[config.mk]
export PLATFORM = sky130hd
export DESIGN_NAME = fetch_stage
export DESIGN_NICKNAME = d
export VERILOG_FILES = /design/src/rtl/fetch_stage.sv
export SDC_FILE = /design/constraint.sdc
export NUM_CORES = 1
export LEC_CHECK = 0
export BUFFER_PORTS_ARGS = -buffer_cell sky130_fd_sc_hd__buf_4
export CAP_MARGIN = 20
export CORE_ASPECT_RATIO = 1.4
export CORE_UTILIZATION = 53
export DETAILED_ROUTE_END_ITERATION = 10
export MAX_ROUTING_LAYER = met4
export PLACE_DENSITY = 0.84
export SYNTH_ARGS = -nofsm -noshare
export SYNTH_HDL_FRONTEND = slang
export SYNTH_SLANG_ARGS = --single-unit
[constraint.sdc]
create_clock -name clk -period 10.3 [get_ports clk]
set_input_delay 1.03 -clock clk [delete_from_list [all_inputs] [get_ports clk]]
set_output_delay 1.03 -clock clk [all_outputs]
set_load 0.03 [all_outputs]
[src/rtl/fetch_stage.sv]
// rtl/fetch_stage.sv - instruction fetch stage with PC, one-entry skid buffer and IF/ID register
// Absorbs I-cache and decoder stalls; applies late redirects without breaking the cache contract.
module fetch_stage #(
  parameter logic [31:0] RESET_PC = 32'h0000_0000,
  parameter logic [31:0] NOP_INST = 32'h0000_0013
) (
  input  logic        clk,
  input  logic        rst,
  output logic        icache_ren_o,
  output logic [31:0] icache_addr_o,
  input  logic [31:0] icache_rdata_i,
  input  logic        icache_stall_i,
  input  logic        redirect_i,
  input  logic [31:0] redirect_pc_i,
  input  logic        id_stall_i,
  output logic [31:0] inst_o,
  output logic [31:0] pc_o,
  output logic        valid_o
);

  localparam logic [1:0] ST_RUN   = 2'd0;
  localparam logic [1:0] ST_HOLD  = 2'd1;
  localparam logic [1:0] ST_DRAIN = 2'd2;

  logic [1:0]  state_q, state_d;
  logic [31:0] pc_q, pc_d;
  logic [31:0] tgt_q, tgt_d;
  logic        valid_q, valid_d;
  logic [31:0] inst_q, inst_d;
  logic [31:0] pc_out_q, pc_out_d;
  logic [31:0] buf_pc_q, buf_pc_d;
  logic [31:0] buf_inst_q, buf_inst_d;

  logic [31:0] redirect_tgt;
  logic [31:0] pc_inc;
  logic        fire;

  assign redirect_tgt  = redirect_pc_i & ~32'h0000_0003;
  assign pc_inc        = pc_q + 32'd4;
  assign icache_ren_o  = (state_q != ST_HOLD);
  assign icache_addr_o = pc_q;
  assign fire          = icache_ren_o & ~icache_stall_i;

  assign inst_o  = inst_q;
  assign pc_o    = pc_out_q;
  assign valid_o = valid_q;

  always_comb begin
    state_d    = state_q;
    pc_d       = pc_q;
    tgt_d      = tgt_q;
    valid_d    = valid_q;
    inst_d     = inst_q;
    pc_out_d   = pc_out_q;
    buf_pc_d   = buf_pc_q;
    buf_inst_d = buf_inst_q;
    case (state_q)
      ST_RUN: begin
        if (redirect_i) begin
          // Squashes IF/ID even under id_stall; a stalled request must still complete.
          valid_d = 1'b0;
          inst_d  = NOP_INST;
          if (icache_stall_i) begin
            tgt_d   = redirect_tgt;
            state_d = ST_DRAIN;
          end else begin
            pc_d = redirect_tgt;
          end
        end else if (fire) begin
          pc_d = pc_inc;
          if (!id_stall_i) begin
            pc_out_d = pc_q;
            inst_d   = icache_rdata_i;
            valid_d  = 1'b1;
          end else begin
            buf_pc_d   = pc_q;
            buf_inst_d = icache_rdata_i;
            state_d    = ST_HOLD;
          end
        end else if (!id_stall_i) begin
          valid_d = 1'b0;
          inst_d  = NOP_INST;
        end
      end
      ST_HOLD: begin
        if (redirect_i) begin
          pc_d    = redirect_tgt;
          valid_d = 1'b0;
          inst_d  = NOP_INST;
          state_d = ST_RUN;
        end else if (!id_stall_i) begin
          pc_out_d = buf_pc_q;
          inst_d   = buf_inst_q;
          valid_d  = 1'b1;
          state_d  = ST_RUN;
        end
      end
      ST_DRAIN: begin
        valid_d = 1'b0;
        inst_d  = NOP_INST;
        if (redirect_i) tgt_d = redirect_tgt;
        if (!icache_stall_i) begin
          pc_d    = redirect_i ? redirect_tgt : tgt_q;
          state_d = ST_RUN;
        end
      end
      default: state_d = ST_RUN;
    endcase
  end

  always_ff @(posedge clk or posedge rst) begin
    if (rst) begin
      state_q    <= ST_RUN;
      pc_q       <= RESET_PC;
      tgt_q      <= 32'd0;
      valid_q    <= 1'b0;
      inst_q     <= NOP_INST;
      pc_out_q   <= 32'd0;
      buf_pc_q   <= 32'd0;
      buf_inst_q <= 32'd0;
    end else begin
      state_q    <= state_d;
      pc_q       <= pc_d;
      tgt_q      <= tgt_d;
      valid_q    <= valid_d;
      inst_q     <= inst_d;
      pc_out_q   <= pc_out_d;
      buf_pc_q   <= buf_pc_d;
      buf_inst_q <= buf_inst_d;
    end
  end

endmodule

; After elaboration in Yosys (flattened, before gate mapping)
; Index checks and enable logic that the tools add are counted.
[totals]
out_inout_bits = 98
elab_cells = 79
reg_bits = 195
input_bits = 69
[op_classes]
n_eq_ne = 19
n_addsub = 1
n_bitwise = 3
n_reduce_logical = 11
muxes = 37
[ops]
columns = op, count
row1 = $mux W32, 19
row2 = $pmux W32 S3, 2
row3 = $pmux W32 S2, 2
row4 = $add A32 B3 Y32 const B, 1
row5 = $ne A2 B2 Y1 const B, 9
row6 = $ne A3 B3 Y1 const B, 6
row7 = $mux W2, 7
row8 = $reduce_and A5 Y1, 2
row9 = $pmux W2 S3, 1
row10 = $reduce_and A3 Y1, 2
row11 = $reduce_and A6 Y1, 1
row12 = $mux W1, 5
row13 = $ne A4 B4 Y1 const B, 1
row14 = $reduce_and A4 Y1, 1
row15 = $reduce_bool A2 Y1, 2
row16 = $pmux W1 S3, 1
row17 = $reduce_bool A3 Y1, 1
row18 = $eq A2 B1 Y1 const B, 1
row19 = $eq A2 B2 Y1 const B, 1
row20 = $logic_not A2 Y1, 1
row21 = $ne A2 B1 Y1 const B, 1
row22 = $not A1 Y1, 2
row23 = $reduce_and A2 Y1, 1
row24 = $and A1 B1 Y1, 1

; Logic depth before layout (Yosys ltp)
; Gate-level depths: netlist (run 1).
[depth]
ltp_word = 5
depth_mapped = 10
depth_no_buf = 7

; Worst setup path after synthesis (run 1)
; OpenSTA, ideal clock, no wires.
[synth_path]
kind = register -> output
start = register state_q[1]
end = output port icache_ren_o
slack_ps = 7517
path_buffers = 3
t_arrival_ps = 1753
required_time_ps = 9270
path_stages_with_launch = 7
path_cell_list = dfrtp_1 > inv_1 > ha_1 > buf_2 > buf_2 > buf_1 > inv_1
[synth_via]
elab_chain_len = 1
[synth_lines]
columns = element, line
row1 = "start, declared", 25  ; logic [1:0] state_q, state_d;
row2 = "start signal, assigned", 122  ; state_q <= state_d;
row3 = $ne A2 B1 Y1, 40  ; assign icache_ren_o = (state_q != ST_HOLD);
row4 = "end, declared", 9  ; output logic icache_ren_o,
; Every way passes these cells.

; Worst setup path in the final report (run 1)
; Ends and elaborated chain as after synthesis.

==> results.py, run 1 <==
metrics = {
    "critical_path": {
        "crit_path_max_fanout": 26,
        "reg2regPathDepth": 8,
        "critical_path_required_ps": 9270,
        "worstSetupPathType": "register to primary output",
        "path_delay_family": "buffers and inverters",
        "r2r-start": "state_q[1]",
        "start_kind": "register",
        "crit_arrival_ps": 2360,
        "critPathMaxStageDelay_ps": 590,
        "rr_endpoint": "icache_addr_o[31]",
        "crit_buf_inv": 4,
        "path_cells": "inv_1 -> ha_2 -> buf_4 -> inv_1 -> buf_4",
        "crit_path_top_delay_cell": "ha_2",
        "setup.worst_path.end_class": "primary output",
        "regToRegSetupSlack_ps": 7120,
    },
    "die": {
        "rows": 55,
        "core_um2": 16300,
        "die-width_um": 112,
        "die_h_um": 156,
        "io_pins": 167,
        "initial_core_util_pct": 54.9,
        "dieArea_um2": 17400,
    },
    "placed_design": {
        "dp.cells": 1123,
        "placed_area_um2": 10300,
        "dp_hpwl_mm": 13.7,
        "io_buffers": 164,
        "place.gp.congestion": 0.840,
    },
    "layout": {
        "design_area_um2": 11000,
        "multi_input_area_um2": 3800,
        "mostFrequentLayoutCells": "dfrtp_1, buf_4, nand2_1",
        "stdcell_count": 1157,
        "final_nets": 1019,
        "utilization_pct": 67.5,
        "drive_gt1_share_pct": 28.3,
        "layout_commonest_cell": "dfrtp_1",
        "area_growth_pct": 23.0,
        "regArea_um2": 4880,
        "n_fill_cell": 1256,
        "num_antenna_cells": 0,
    },
    "worst_hold_path": {
        "min_path_type": "register to register",
        "worstHoldStart": "pc_o[0]",
        "holdPathStages": 2,
        "hold_end": "pc_o[0]",
    },
    "synthesis": {
        "netlist.area_leader.share_pct": 53.7,
        "synth_nets": 886,
        "synth_edf_count": 0,
        "synth.distinct_cells": 58,
        "synth-main-ff-cell": "dfrtp_1",
        "syn_area_um2": 8950,
        "synth.yosys.seq_area_share_pct": 54.6,
        "synth_area_leaders": "dfrtp_1, mux2_1, mux2_2",
        "ys_warn_count": 0,
        "postSynthAreaPerCell_um2": 11.0,
        "synthArstFlopShare_pct": 100,
        "yosysTopAreaCell": "dfrtp_1",
        "synth_seq_cells": 195,
        "synthCells": 812,
    },
    "cts": {
        "numCtsBuffers": 17,
        "clk_pin_slew_ps": 70,
        "cts_max_path_buffers": 2,
        "post_cts_buffers": 0,
        "hold_buffers": 0,
        "cts_resized": 0,
        "cts_root_buf": "clkbuf_16",
        "cts_tree": "done",
        "cts.sinks": 195,
        "htreeDepth": 4,
        "clk_latency_ps": 430,
    },
    "sta": {
        "finalCritPeriodShare_pct": 32.9,
        "period_minus_slack_ps": 3390,
        "max_freq_ghz": 0.295,
        "rsz0062_at_grt": "no",
        "fin_skew_ps": 10.6,
        "setup_viol": 0,
        "slew_headroom_pct": 32.1,
        "hold_violations": 0,
        "worstMarginPinSlew_ps": 1020,
        "fin_tns_setup_ps": 0,
        "slew_violations": 0,
    },
    "grt": {
        "overflow": 0,
        "grt_pass1_wl_mm": 34.8,
        "grt_antenna_before_repair": 0,
        "grt.total_usage_pct": 26.0,
        "grt_pass1_vias": 6843,
        "grt_start_max_net_pins": 123,
    },
    "detailed_routing": {
        "routed-via-count": 6911,
        "drt-initial-drc-count": 576,
        "drt_wl_total_mm": 21.3,
        "wl_per_cell_um": 18.4,
        "drc": 13,
        "detail_route.vias_per_cell": 5.97,
        "dr.pass1.iters": 9,
        "postRouteAntennaNets": 0,
    },
    "pwr": {
        "ir_worst_vdd_mv": 0.161,
        "power_w": 0.00335,
        "power_density_nw_per_um2": 304,
        "p_leak_nw": 4.96,
    },
    "job": {
        "maxCapViolations": 0,
    },
    "run_status": {
        "failed_checks": "DRC",
        "status": "finished, violations left",
    },
}
-- kinds of logic (layout without fill, tap and decap cells) --
logic type	count (synthesis)	after routing	synth area share, %
mux	131	131	16.0
compound gates	224	224	15.5
simple gates	185	185	9.94
flops	195	195	54.6
fa+ha+maj	5	5	0.699
buf+inv	72	218	3.26
-- tightest hold or removal path, stage by stage, from the launching register on --
cell and delay [ps]:
dfrtp_1 340, nand2_1 50, o21ai_1 60
-- cells in the mapped netlist, types with 7 or more instances --
cell type  instances
dfrtp_1          192
nand2_1           98
o21ai_1           87
mux2_1            49
mux2_2            46
clkbuf_1          42
a22oi_1           39
mux2i_1           36
o21ai_0           34
nor2_1            24
a21oi_1           14
buf_2             14
nand3_1           11
nor3_1            11
inv_1              9
and3_1             8
a221oi_1           7
-- routing by layer --
layer  wire [um]  global-route usage (%)  share of wire (%)  up-vias
met4         334                    9.72                1.6        0
met5           0                       -                  0        -
li1            -                       -                  -     3214
met2       11100                    43.6                 52      252
met1        8610                    31.7                 40     3415
met3        1180                    4.43                5.5       30
-- area by class of cell --
cell class / count / share of cell area [%]
clock buffers: 18 / 3.99
clock inverters: 14 / 2.25
inverters: 10 / 0.409
multi-input cells: 545 / 34.6
flip-flops and latches: 195 / 44.4
well taps: 199 / 2.26
repair buffers: 176 / 12.2
-- flip-flops by register name (all words and copies together), names as in the netlist --
| register | flops |
|---|---|
| icache_addr_o | 32 |
| valid_o | 1 |
| pc_o | 32 |
| state_q | 2 |
| buf_pc_q | 32 |
| inst_o | 32 |
| tgt_q | 32 |
| buf_inst_q | 32 |
-- how the worst max path moves through the flow --
stage,start,endpoint,slack (ps),cells after the start
floorplan,rst,buf_inst_q[0],3960,1
global placement,redirect_i,icache_addr_o[29],7140,7
detailed placement,redirect_i,icache_addr_o[29],7060,7
CTS,state_q[1],icache_ren_o,6900,5
global route,state_q[1],icache_ren_o,6790,5
finish,state_q[1],icache_ren_o,6910,5
-- per-stage QoR --
stage,hold slack (ps),worst slack [ps]
final,486,6910
after floorplan,453,3960
after global placement,462,7140
after CTS,486,6900
after detailed placement,475,7060
after global routing,498,6790
-- where the power goes --
part | leakage [nW] | total, W | switching [W] | internal [W]
sequential | 2.47 | 0.00133 | 0.000254 | 0.00108
clock | 0.333 | 0.000763 | 0.000296 | 0.000466
combinational | 2.15 | 0.00126 | 0.000740 | 0.000516
Note: power is estimated with default switching activity, not from simulation.
==> run 2, diff against run 1 <==
==> constraint.sdc (replaced) <==
create_clock -name clk -period 3.4 [get_ports clk]
set_input_delay 0.34 -clock clk [delete_from_list [all_inputs] [get_ports clk]]
set_output_delay 0.34 -clock clk [all_outputs]
set_load 0.03 [all_outputs]
==> results.py, run 2 (synthesis gave the netlist of run 1 again) <==
metrics = {
    "run_status": {
        "status": "finished, violations left",
        "failed_checks": "DRC",
    },
    "detailed_routing": {
        "routed-via-count": 6904,
        "drt_wl_total_mm": 20.6,
        "detail_route.vias_per_cell": 5.92,
        "drc": 12,
        "dr.pass1.iters": 9,
        "drt-initial-drc-count": 500,
        "wl_per_cell_um": 17.6,
        "postRouteAntennaNets": 0,
    },
    "cts": {
        "cts_resized": 0,
        "cts_max_path_buffers": 2,
        "clk_pin_slew_ps": 80,
        "hold_buffers": 0,
        "numCtsBuffers": 17,
        "cts.sinks": 195,
        "htreeDepth": 4,
        "clk_latency_ps": 430,
        "cts_root_buf": "clkbuf_16",
        "post_cts_buffers": 0,
        "cts_tree": "done",
    },
    "critical_path": {
        "setup.worst_path.end_class": "register",
        "critical_path_required_ps": 3700,
        "start_kind": "register",
        "crit_path_top_delay_cell": "or2_1",
        "crit_path_max_fanout": 19,
        "worstSetupPathType": "register to register",
        "path_cells": "inv_1 -> ha_1 -> or2_1 -> buf_4 -> nor2_1 -> a222oi_1 -> o2bb2ai_1",
        "critPathMaxStageDelay_ps": 670,
        "crit_arrival_ps": 2940,
    },
    "pwr": {
        "pwr-share-comb_pct": 39.0,
        "p_int_w": 0.00589,
        "power_density_nw_per_um2": 890,
        "p_switching_w": 0.00390,
        "swShare_pct": 39.8,
        "ir_worst_vdd_mv": 0.502,
        "seqPwrFrac_pct": 41.2,
        "clock_power_share_pct": 19.8,
        "p_leak_nw": 4.95,
    },
    "sta": {
        "slew_violations": 0,
        "hold_violations": 0,
        "slew_headroom_pct": 40.4,
        "fin_skew_ps": 9.13,
        "max_freq_ghz": 0.379,
        "finalCritPeriodShare_pct": 77.6,
        "worstMarginPinSlew_ps": 892,
        "period_minus_slack_ps": 2640,
        "rsz0062_at_grt": "no",
        "fin_tns_setup_ps": 0,
        "setup_viol": 0,
        "hold_ws_ps": 93.2,
        "fin_ws_ps": 760,
    },
    "placed_design": {
        "placed_area_um2": 10400,
        "pre_cts_ws_ps": 810,
        "place.gp.congestion": 0.854,
        "dp_hpwl_mm": 14.3,
        "io_buffers": 164,
    },
    "layout": {
        "drive_gt1_share_pct": 29.0,
        "area_growth_pct": 22.8,
        "layout_commonest_cell": "dfrtp_1",
        "num_antenna_cells": 0,
        "mostFrequentLayoutCells": "dfrtp_1, buf_4, nand2_1",
        "final_nets": 1028,
        "design_area_um2": 11000,
    },
    "grt": {
        "grt_start_max_net_pins": 65,
        "grt_antenna_before_repair": 0,
        "overflow": 0,
        "grt_pass1_vias": 6868,
        "grt_pass1_wl_mm": 34.3,
        "grt.total_usage_pct": 25.5,
    },
    "die": {
        "die-width_um": 112,
        "rows": 55,
        "initial_core_util_pct": 54.9,
        "die_h_um": 156,
        "core_um2": 16300,
        "dieArea_um2": 17400,
        "io_pins": 167,
    },
    "job": {
        "maxCapViolations": 0,
    },
    "worst_hold_path": {
        "min_path_type": "primary input to async pin",
    },
}
## run 2: changes by cell type in the layout (fill, tap and decap cells not counted), sizes merged
cell / delta
clkinvlp: +2
clkbuf: -1
inv: +2
clkinv: +2
buf: +9
bufinv: -5
## run 2: worst paths after layout
check	start	end	slack, ps	cells past startpoint
worst min-delay path	rst	buf_inst_q[22]	90	2
min in group clk	icache_rdata_i[4]	buf_inst_q[4]	140	2
worst min register to register	inst_o[1]	inst_o[1]	480	2
max in group asynchronous	rst	tgt_q[22]	2510	3
worst max-delay path	state_q[1]	icache_addr_o[16]	760	7
worst max register to register	state_q[1]	icache_addr_o[16]	760	7
## run 2: layer usage
metal / vias to the layer above / part of all wire [%] / track usage, %
li1: 3248 / - / -
met1: 3398 / 40 / 30.8
met2: 220 / 51 / 41.9
met3: 38 / 6.1 / 5.36
met4: 0 / 2.5 / 10.5
met5: - / 0 / -
## run 2: per-stage QoR
step                      cells  power, W  util (%)
after floorplan             812   0.00652         -
after detailed placement   1133   0.00789      63.8
final                      1166   0.00978      67.4
after global placement     1133   0.00772      63.8
after CTS                  1165   0.00984      67.2
after global routing       1166    0.0104      67.4
## run 2: critical path, delay by kind of cell, from the launching register on
family | cells | cell delay, ps
AND/OR/NAND/NOR | 2 | 720
flip-flops | 1 | 490
buffers and inverters | 2 | 390
AO/OA/AOI/OAI | 2 | 420
adder cells (fa/ha/maj) | 1 | 470
## run 2: cell type report
cell class | instances | area (um^2)
multi-input cells | 545 | 3800
clock inverters | 15 | 145
repair buffers | 185 | 1440
fillers | 1253 | 5320
clock buffers | 17 | 425
well taps | 199 | 249
flip-flops and latches | 195 | 4880
inverters | 10 | 41.3
## run 2: power groups by stage
stage,clock network (W),registers [W],logic [W]
global route,0.00207,0.00416,0.00414
floorplan,0,0.00458,0.00194
CTS,0.00198,0.00402,0.00384
detailed placement,0,0.00406,0.00382
global placement,0,0.00400,0.00372
finish,0.00194,0.00403,0.00382
==> run 3, diff against run 2 <==
--- a/config.mk
+++ b/config.mk
@@ -8,10 +8,10 @@
 export BUFFER_PORTS_ARGS = -buffer_cell sky130_fd_sc_hd__buf_4
 export CAP_MARGIN = 20
 export CORE_ASPECT_RATIO = 1.4
-export CORE_UTILIZATION = 53
+export CORE_UTILIZATION = 50
 export DETAILED_ROUTE_END_ITERATION = 10
 export MAX_ROUTING_LAYER = met4
-export PLACE_DENSITY = 0.84
+export PLACE_DENSITY = 0.83
 export SYNTH_ARGS = -nofsm -noshare
 export SYNTH_HDL_FRONTEND = slang
 export SYNTH_SLANG_ARGS = --single-unit
==> constraint.sdc (replaced) <==
create_clock -name clk -period 2.2 [get_ports clk]
set_input_delay 0.22 -clock clk [delete_from_list [all_inputs] [get_ports clk]]
set_output_delay 0.22 -clock clk [all_outputs]
set_load 0.03 [all_outputs]
==> results.py, run 3 (synthesis gave the netlist of run 1 again) <==
metrics = {
    "detailed_routing": {
        "wl_per_cell_um": 17.9,
        "drt-initial-drc-count": 484,
        "drc": 0,
        "drt_wl_total_mm": 22.2,
        "detail_route.vias_per_cell": 5.78,
        "dr.pass1.iters": 5,
        "postRouteAntennaNets": 0,
        "routed-via-count": 7173,
    },
    "run_status": {
        "status": "complete, no violations",
    },
    "grt": {
        "overflow": 0,
        "grt_pass1_wl_mm": 36.2,
        "grt_start_max_net_pins": 107,
        "grt.total_usage_pct": 25.8,
        "grt_antenna_before_repair": 0,
        "grt_pass1_vias": 7244,
    },
    "critical_path": {
        "critical_path_required_ps": 1980,
        "r2r-start": "state_q[1]",
        "critPathMaxStageDelay_ps": 430,
        "crit_start": "state_q[1]",
        "path_delay_family": "buffers and inverters",
        "crit_path_max_fanout": 25,
        "crit_buf_inv": 4,
        "crit_arrival_ps": 1870,
        "worstSetupPathType": "register to primary output",
        "start_kind": "register",
        "setup.worst_path.end_class": "primary output",
        "crit_path_top_delay_cell": "buf_4",
        "path_cells": "inv_1 -> ha_2 -> buf_4 -> inv_1 -> buf_4",
    },
    "sta": {
        "hold_violations": 0,
        "setup_viol": 0,
        "slew_headroom_pct": 52.6,
        "rsz0062_at_grt": "no",
        "finalCritPeriodShare_pct": 94.8,
        "fin_skew_ps": 7.44,
        "fin_ws_ps": 114,
        "max_freq_ghz": 0.479,
        "slew_violations": 0,
        "period_minus_slack_ps": 2090,
        "worstMarginPinSlew_ps": 712,
    },
    "worst_hold_path": {
        "min_path_type": "primary input to register",
        "worstHoldStart": "icache_rdata_i[3]",
    },
    "cts": {
        "numCtsBuffers": 17,
        "htreeDepth": 4,
        "clk_latency_ps": 430,
        "cts.sinks": 195,
        "cts_root_buf": "clkbuf_16",
        "cts_tree": "done",
        "cts_max_path_buffers": 2,
        "clk_pin_slew_ps": 70,
    },
    "pwr": {
        "ir_worst_vdd_mv": 0.787,
        "p_leak_nw": 5.21,
        "power_density_nw_per_um2": 1410,
        "power_w": 0.0162,
    },
    "layout": {
        "mostFrequentLayoutCells": "buf_4, dfrtp_1, nand2_1",
        "num_antenna_cells": 0,
        "utilization_pct": 66.1,
        "stdcell_count": 1241,
        "area_growth_pct": 28.5,
        "drive_gt1_share_pct": 31.1,
        "layout_commonest_cell": "buf_4",
        "final_nets": 1067,
    },
    "die": {
        "rows": 57,
        "io_pins": 167,
        "core_um2": 17400,
        "dieArea_um2": 18400,
        "die-width_um": 115,
        "initial_core_util_pct": 51.4,
        "die_h_um": 160,
    },
    "placed_design": {
        "dp.cells": 1207,
        "place.gp.congestion": 0.844,
        "pre_cts_ws_ps": 181,
        "io_buffers": 164,
        "dp_hpwl_mm": 15.4,
    },
    "job": {
        "maxCapViolations": 0,
    },
}
run 3: cell count changes in the layout (fill, tap and decap cells not counted), moves of 4 or more:
cell,before,now
inv_6,5,1
clkinv_4,4,0
bufinv_16,1,6
buf_12,4,9
buf_4,181,213
run 3: final timing paths:
path                       slack, ps                 to  cells past startpoint
min in group asynchronous        300            pc_o[7]                      3
max in group asynchronous        910         inst_o[14]                      4
setup / recovery                 110       icache_ren_o                      5
setup reg to reg                 120  icache_addr_o[31]                      7
hold reg to reg                  480          inst_o[1]                      2
hold / removal                    20      buf_inst_q[3]                      2
run 3: worst register-to-register path, stage by stage (launching register included):
cell	delay, ps
dfrtp_1	380
buf_4	160
ha_1	280
o21ai_1	310
nand3b_1	230
or3_1	360
nor3_1	160
or3b_1	140
run 3: layout make-up:
type / instances / area [um^2]
clock buffers: 23 / 478
clock inverters: 8 / 196
fillers: 1364 / 5910
inverters: 10 / 41.3
multi-input cells: 546 / 3810
flip-flops and latches: 195 / 4880
well taps: 236 / 295
repair buffers: 223 / 1790
run 3: timing repair:
item / 4_1_cts / 5_1_grt
endpoints found under the hold margin: 8 / 0
hold buffers: 1 / 0
endpoints found under the setup margin: 0 / 1
setup buffers: 0 / 1
resized for setup: 0 / 0
run 3: through the flow:
stage	hold slack (ps)	setup TNS (ps)	instance area (um^2)
final	20.2	0	11500
after global routing	13.5	0	11500
after CTS	4.60	0	11500
after detailed placement	188	0	10800
after global placement	184	0	10800
after floorplan	355	-102900	8950
run 3: routing by layer:
metal	GRT usage [%]	vias up	routed length (um)
li1	-	3316	-
met1	30.2	3526	8690
met2	43.5	271	11700
met3	4.57	60	1100
met4	10.8	0	711
met5	-	-	0
run 3: where the power goes:
part | total [W] | leakage, nW | switching (W) | internal [W]
registers | 0.00597 | 2.47 | 0.000914 | 0.00505
logic | 0.00672 | 2.42 | 0.00389 | 0.00283
clock network | 0.00352 | 0.324 | 0.00129 | 0.00222
